File: config.mk
export PLATFORM = sky130hd
export DESIGN_NAME = if_pc_stage
export DESIGN_NICKNAME = d
export VERILOG_FILES = /design/src/rtl/if_pc_stage.sv
export SDC_FILE = /design/constraint.sdc
export NUM_CORES = 1
export LEC_CHECK = 0
export ABC_CLOCK_PERIOD_IN_PS = 2450
export BUFFER_PORTS_ARGS = -buffer_cell sky130_fd_sc_hd__clkbuf_2
export CAP_MARGIN = 40
export CORE_MARGIN = 2
export CORE_UTILIZATION = 35
export DETAILED_ROUTE_END_ITERATION = 7
export GPL_TIMING_DRIVEN = 0
export PLACE_DENSITY = 0.67
export SYNTH_ARGS = -nofsm -noshare
export SYNTH_HDL_FRONTEND = slang
export SYNTH_SLANG_ARGS = --single-unit
File: constraint.sdc
create_clock -name clk -period 2.45 [get_ports clk]
set_input_delay 0.49 -clock clk [delete_from_list [all_inputs] [get_ports clk]]
set_output_delay 0.49 -clock clk [all_outputs]
set_load 0.005 [all_outputs]
File: src/rtl/if_pc_stage.sv
// Instruction-fetch stage: owns the PC and the IF/ID pipeline register,
// applies hazard-unit stall/flush and turns pending interrupts into redirects.
module if_pc_stage #(
  parameter logic [31:0] RESET_PC   = 32'h80000000,
  parameter logic [31:0] ILLOP_ADDR = 32'h80000004,
  parameter logic [31:0] XADR_ADDR  = 32'h80000008
) (
  input  logic        clk,
  input  logic        reset,
  input  logic        stall,
  input  logic        flush,
  input  logic [2:0]  PCSrcID,
  input  logic [31:0] BranchTarget,
  input  logic [31:0] JumpTarget,
  input  logic [31:0] JRTarget,
  input  logic        intterupt,
  input  logic [31:0] InstrMem,
  output logic [31:0] PC,
  output logic [31:0] InstructionID,
  output logic [31:0] PCplus4ID,
  output logic        ValidID,
  output logic        IntID
);

  typedef enum logic [1:0] {
    ACT_HOLD,
    ACT_REDIRECT,
    ACT_INTERRUPT,
    ACT_ADVANCE
  } edgeAction_e;

  edgeAction_e action;
  logic        pending;
  logic        pendingNext;
  logic        intTake;
  logic [31:0] pcPlus4;
  logic [31:0] redirectPc;

  assign pcPlus4 = PC + 32'd4;

  always_comb begin
    redirectPc = pcPlus4;
    case (PCSrcID)
      3'd1:    redirectPc = BranchTarget;
      3'd2:    redirectPc = JumpTarget;
      3'd3:    redirectPc = JRTarget;
      3'd4:    redirectPc = ILLOP_ADDR;
      3'd5:    redirectPc = XADR_ADDR;
      default: redirectPc = pcPlus4;
    endcase
  end

  // Interrupts are masked in kernel mode and only taken on a plain sequential edge.
  assign intTake = pending && !PC[31] && (PCSrcID == 3'd0);

  always_comb begin
    action = ACT_ADVANCE;
    if (stall) begin
      action = ACT_HOLD;
    end else if (flush) begin
      action = ACT_REDIRECT;
    end else if (intTake) begin
      action = ACT_INTERRUPT;
    end
  end

  // Taking the interrupt wins over a simultaneous new request.
  assign pendingNext = (action == ACT_INTERRUPT) ? 1'b0 : (pending | intterupt);

  always_ff @(posedge clk or negedge reset) begin
    if (!reset) begin
      PC            <= RESET_PC;
      InstructionID <= 32'd0;
      PCplus4ID     <= 32'd0;
      ValidID       <= 1'b0;
      IntID         <= 1'b0;
      pending       <= 1'b0;
    end else begin
      pending <= pendingNext;
      case (action)
        ACT_HOLD: begin
        end
        ACT_REDIRECT: begin
          PC            <= redirectPc;
          InstructionID <= 32'd0;
          PCplus4ID     <= 32'd0;
          ValidID       <= 1'b0;
          IntID         <= 1'b0;
        end
        ACT_INTERRUPT: begin
          // Resume address is the fetch address whose word is being dropped.
          PC            <= ILLOP_ADDR;
          InstructionID <= 32'd0;
          PCplus4ID     <= PC;
          ValidID       <= 1'b0;
          IntID         <= 1'b1;
        end
        ACT_ADVANCE: begin
          PC            <= pcPlus4;
          InstructionID <= InstrMem;
          PCplus4ID     <= pcPlus4;
          ValidID       <= 1'b1;
          IntID         <= 1'b0;
        end
        default: begin
        end
      endcase
    end
  end

endmodule

# After elaboration in Yosys (flattened, before gate mapping)
# Cells that the tools add are included.
[op_classes]
add_sub_neg = 1
mux = 10
reduce_logical = 9
eq_ne = 8
n_bitwise = 1
[ops]
columns = ["operator", "n"]
rows = [
  ["$pmux W32 S3", 2],
  ["$pmux W32 S5", 1],
  ["$pmux W32 S2", 1],
  ["$add A32 B3 Y32 const B", 1],
  ["$eq A3 B2 Y1 const B", 2],
  ["$eq A3 B3 Y1 const B", 2],
  ["$eq A2 B2 Y1 const B", 2],
  ["$mux W2", 2],
  ["$pmux W1 S2", 2],
  ["$reduce_bool A2 Y1", 2],
  ["$reduce_or A2 Y1", 2],
  ["$eq A3 B1 Y1 const B", 1],
  ["$logic_not A3 Y1", 1],
  ["$reduce_bool A3 Y1", 1],
  ["$eq A2 B1 Y1 const B", 1],
  ["$logic_and A1 B1 Y1", 2],
  ["$mux W1", 2],
  ["$logic_not A1 Y1", 1],
  ["$or A1 B1 Y1", 1],
]
[word_totals]
out_inout_bits = 98
in_bits = 136
word_cells = 35
reg_bits = 99

# Logic depth before layout (Yosys ltp)
[depth]
ltp_word = 9
ltp_mapped = 9
depth_no_buf = 7

# Worst setup path before layout
# No wires, ideal clock.
[synth_path]
path_kind = "input -> register"
start = "input port PCSrcID[1]"
end = "register PC[27]"
path_slack_ns = -0.159
setup_ns = 0.131
required_ns = 2.319
arrival_ns = 2.478
stages = 9
path_buffers = 2
path_cell_list = "clkbuf_1 -> inv_1 -> clkbuf_1 -> ha_1 -> inv_1 -> nor3_1 -> o21ai_1 -> nor4_1 -> or3_1"
[synth_via]
elab_chain_cells = 7
word_cells_on_any_way = 16
cone_classes = "8 x eq/ne; 5 x mux; 3 x reduce/logical"
[synth_lines]
columns = ["item", "line_no", "source"]
rows = [
  ["start, declared", "12", "input logic [2:0] PCSrcID,"],
  ["$logic_not A3 Y1", "54", "assign intTake = pending && !PC[31] && (PCSrcID == 3'd0);"],
  ["$logic_and A1 B1 Y1", "54", ""],
  ["$mux W1", "62", "end else if (intTake) begin"],
  ["$mux W2", "60", "end else if (flush) begin"],
  ["$mux W2", "58", "if (stall) begin"],
  ["$eq A2 B2 Y1 / $eq A2 B1 Y1 (equally long branches)", "80", "case (action)"],
  ["$pmux W32 S3 / $reduce_bool A3 Y1 (equally long branches)", "n/a", ""],
  ["end signal, assigned", "84", "PC <= redirectPc;"],
  ["end signal, assigned", "99", "PC <= pcPlus4;"],
  ["end, declared", "18", "output logic [31:0] PC,"],
]
# Several ways; a longest one is shown, not always the timed one.
# A chain may end at the register's enable or synchronous reset.

# Worst setup path after layout
[layout_path]
start = "register PC[15]"
end = "register PC[30]"
[layout_via]
elab_chain_cells = 3
[layout_lines]
columns = ["item", "line_no", "source"]
rows = [
  ["$add A32 B3 Y32 *", "39", "assign pcPlus4 = PC + 32'd4;"],
  ["$pmux W32 S5", "43", "case (PCSrcID)"],
  ["$pmux W32 S3 *", "80", ""],
]
# Every way passes the cells marked *; elsewhere a longest branch is shown, timed or not.

==> metrics <==
Critical Path RT=2.68 ns; syn avg cell area=9.11 um2; type of the worst setup path=reg -> reg; first drt pass iteration count=5; WL/cell=19.5 um; clock root buffer=clkbuf_16; routed vias=6230; Clock Latency Late Sink=0.35 ns; delay-heaviest family, CP=simple AND/OR/NAND/NOR gates; gpl congestion=0.934; cts bufs inserted=9; clock tree buffer depth=2; fraction of registers with async set/reset=1.00; Logic pwr share=0.295; Final Skew=0.0102 ns; Power Density=634 nW/um2; Seq pwr share=0.426; VDD IR max=0.000374 V; Fmax=421 MHz; pin count of the biggest net entering global routing=55; reg2reg setup slack=0.07 ns; NumNets Final=1042; Sink Count=99; Initial Util=0.360; CP bufs+invs=1; Synth top area share=0.410; Worst setup startpoint=PC[15]; Worst-path clk slew=0.08 ns; worst reg2reg path depth=6; I/O pin cnt=234; Slew headroom=0.367; Antenna diodes=0; layout cells sized above 1=0.349; crit path max fanout=9; number of global-route vias before repair=5942; CORE AREA=16600 um2; WP data arrival=2.61 ns; Mapped Area=5990 um2; # fillers=1602; status=completed; max-cap violations=0; RSZ-0062 raised after global routing=no; top cells by area, synth=dfrtp_1 41%, a22o_1 5.1%, mux2i_1 4.8%; Iter 0 DRT Violations=719; IO Port Bufs=232; switching share of power=0.354; Post-CTS Hold Buffers=0; total gr overflow=0; register area share after synthesis=0.414; Worst path slowest cell=or4b_1; Worst path depth=6; crit path to=PC[30]; final WL=22.0 mm; Critical Path Max Stage Delay=0.59 ns; DRC viols=0; final slew viol count=0; final-report hold violation count=0; Post-synth EDFFs=0; Ys Warns=0; chip width=135 um; H-tree depth=3; top_reg_cell synth=dfrtp_1; CTS tree=built; Rows=47; HPWL Detailed=16.9 mm; fin util=0.474; top cell type by total area after synthesis=dfrtp_1; #FFs+latches synth=99; crit-path cells=buf_2 -> and4_1 -> nand4_4 -> or4b_1 -> a21o_1 -> a211o_1; Die H=135 um; min Tclk post-route=2.38 ns; Total GRT Usage=0.241; die area=18200 um2; initial antenna violation count=0; Static Leakage=3.71 nW; first-pass GRT wire length=34.0 mm; Setup WS pre-CTS=-0.837 ns; Yosys cell types=66; worst reg2reg path startpoint=PC[15]; CP startpoint kind=flop; P_int=3.23 mW; Worst Setup End Kind=flop; vias per cell=5.52; class of the worst hold path=in -> async; fin crit share=0.970; Clk network pwr share=0.279; switching power=1.77 mW; Syn Inst Count=657; post-synthesis net count=795; final worst setup slack=0.0741 ns; area delta synth->final=31.7%; setup violators final=0; post-route ant nets=0; Least-Margin Pin Slew=0.947 ns; RR Endpoint=PC[30]
[worst min path at each step]
| stage | start | endpoint | depth (start not counted) |
|---|---|---|---|
| 3_3_place_gp | PCplus4ID[7] | PCplus4ID[7] | 2 |
| 3_5_place_dp | ValidID | ValidID | 2 |
| 5_1_grt | reset | PC[8] | 1 |
| 6_report | reset | PC[8] | 1 |
| 2_1_floorplan | reset | InstructionID[0] | 0 |
| 4_1_cts | reset | PC[8] | 1 |
[per-layer routing]
layer	wire length, um	up-vias	GRT usage
li1	-	2931	-
met2	10200	342	0.381
met4	537	0	0.0632
met1	9360	2917	0.344
met5	0	-	0
met3	1950	40	0.0398
[through the flow]
step                cells  TNS, ns  cell area [um2]  hold slack, ns  power (mW)
CTS                  1128        0             7830           0.214        4.99
global route         1129        0             7880           0.247        5.25
detailed placement   1111   -24.18             7470           0.473        3.58
finish               1129        0             7880           0.191        5.00
global placement     1109   -70.57             7430           0.467        3.55
floorplan             657  -0.0491             5990           0.194        2.86
[power groups by stage]
stage                     registers (mW)  logic, mW  clock network (mW)
after floorplan                     2.09      0.776                   0
after global placement              2.11       1.44                   0
after detailed placement            2.12       1.46                   0
after CTS                           2.09       1.49                1.41
after global routing                2.16       1.62                1.48
final                               2.13       1.47                1.39
[registers in the layout, summed over array words and instances, names as in the netlist]
signal and count:
pending 1, ValidID 1, InstructionID 32, PCplus4ID 32, PC 32, IntID 1
[Yosys cell counts (all sizes together) (2+ instances only)]
master and n:
dfrtp 98, nand2 63, o21ai 57, nor2 53, a21oi 40, clkbuf 37
a22o 35, mux2i 29, xnor2 26, buf 20, nor4 18, nor3 17
nand4 15, nand3 14, inv 13, mux2 12, o22ai 12, a22oi 8
xor2 8, o32a 7, and3 6, a211o 5, a211oi 5, a21o 5
a221o 4, or3 4, a311oi 3, and4 3, o211ai 3, o31ai 3
or4 3, a221oi 2, a311o 2, ha 2, nand2b 2, nor2b 2
nor3b 2, nor4bb 2, o211a 2, or2 2
[cells in the final DEF, fill, tap and decap left out, types with 13 or more instances in the layout]
cell	synthesis	final
nor3_1	16	14
clkbuf_2	1	237
xnor2_1	26	26
dfrtp_1	98	98
o21ai_1	16	14
nor2_1	52	51
clkbuf_1	36	29
nand2_1	63	63
a21oi_1	40	39
a22o_1	35	35
o21ai_0	41	40
nand4_1	13	13
mux2i_1	29	29
[what timing repair did]
action | in CTS | in global routing
pin swaps | 2 | 1
setup endpoints to repair | 38 | 38
resized for setup | 12 | 13
gates cloned | 1 | 0
buffers inserted | 2 | 2
[layout make-up]
type / instances / area [um2] / share of cell area
inverter: 13 / 52.6 / 0.00667
multi-input combinational: 489 / 3300 / 0.419
tap: 220 / 275 / 0.0349
clock buffer: 10 / 239 / 0.0303
sequential: 99 / 2480 / 0.314
buffer: 54 / 244 / 0.0309
clock inverter: 6 / 48.8 / 0.00619
timing repair buffer: 238 / 1240 / 0.157
[kinds of logic (layout without fill, tap and decap cells)]
group,after synthesis,in the layout,synth area share
flip-flops,99,99,0.414
AO/OA/AOI/OAI,199,200,0.223
buffers and inverters,70,321,0.0497
XOR/XNOR,34,34,0.0497
AND/OR/NAND/NOR,212,212,0.188
multiplexers,41,41,0.0711
adder cells (fa/ha/maj),2,2,0.00418
No activity file was read; power rests on OpenSTA's default activity.
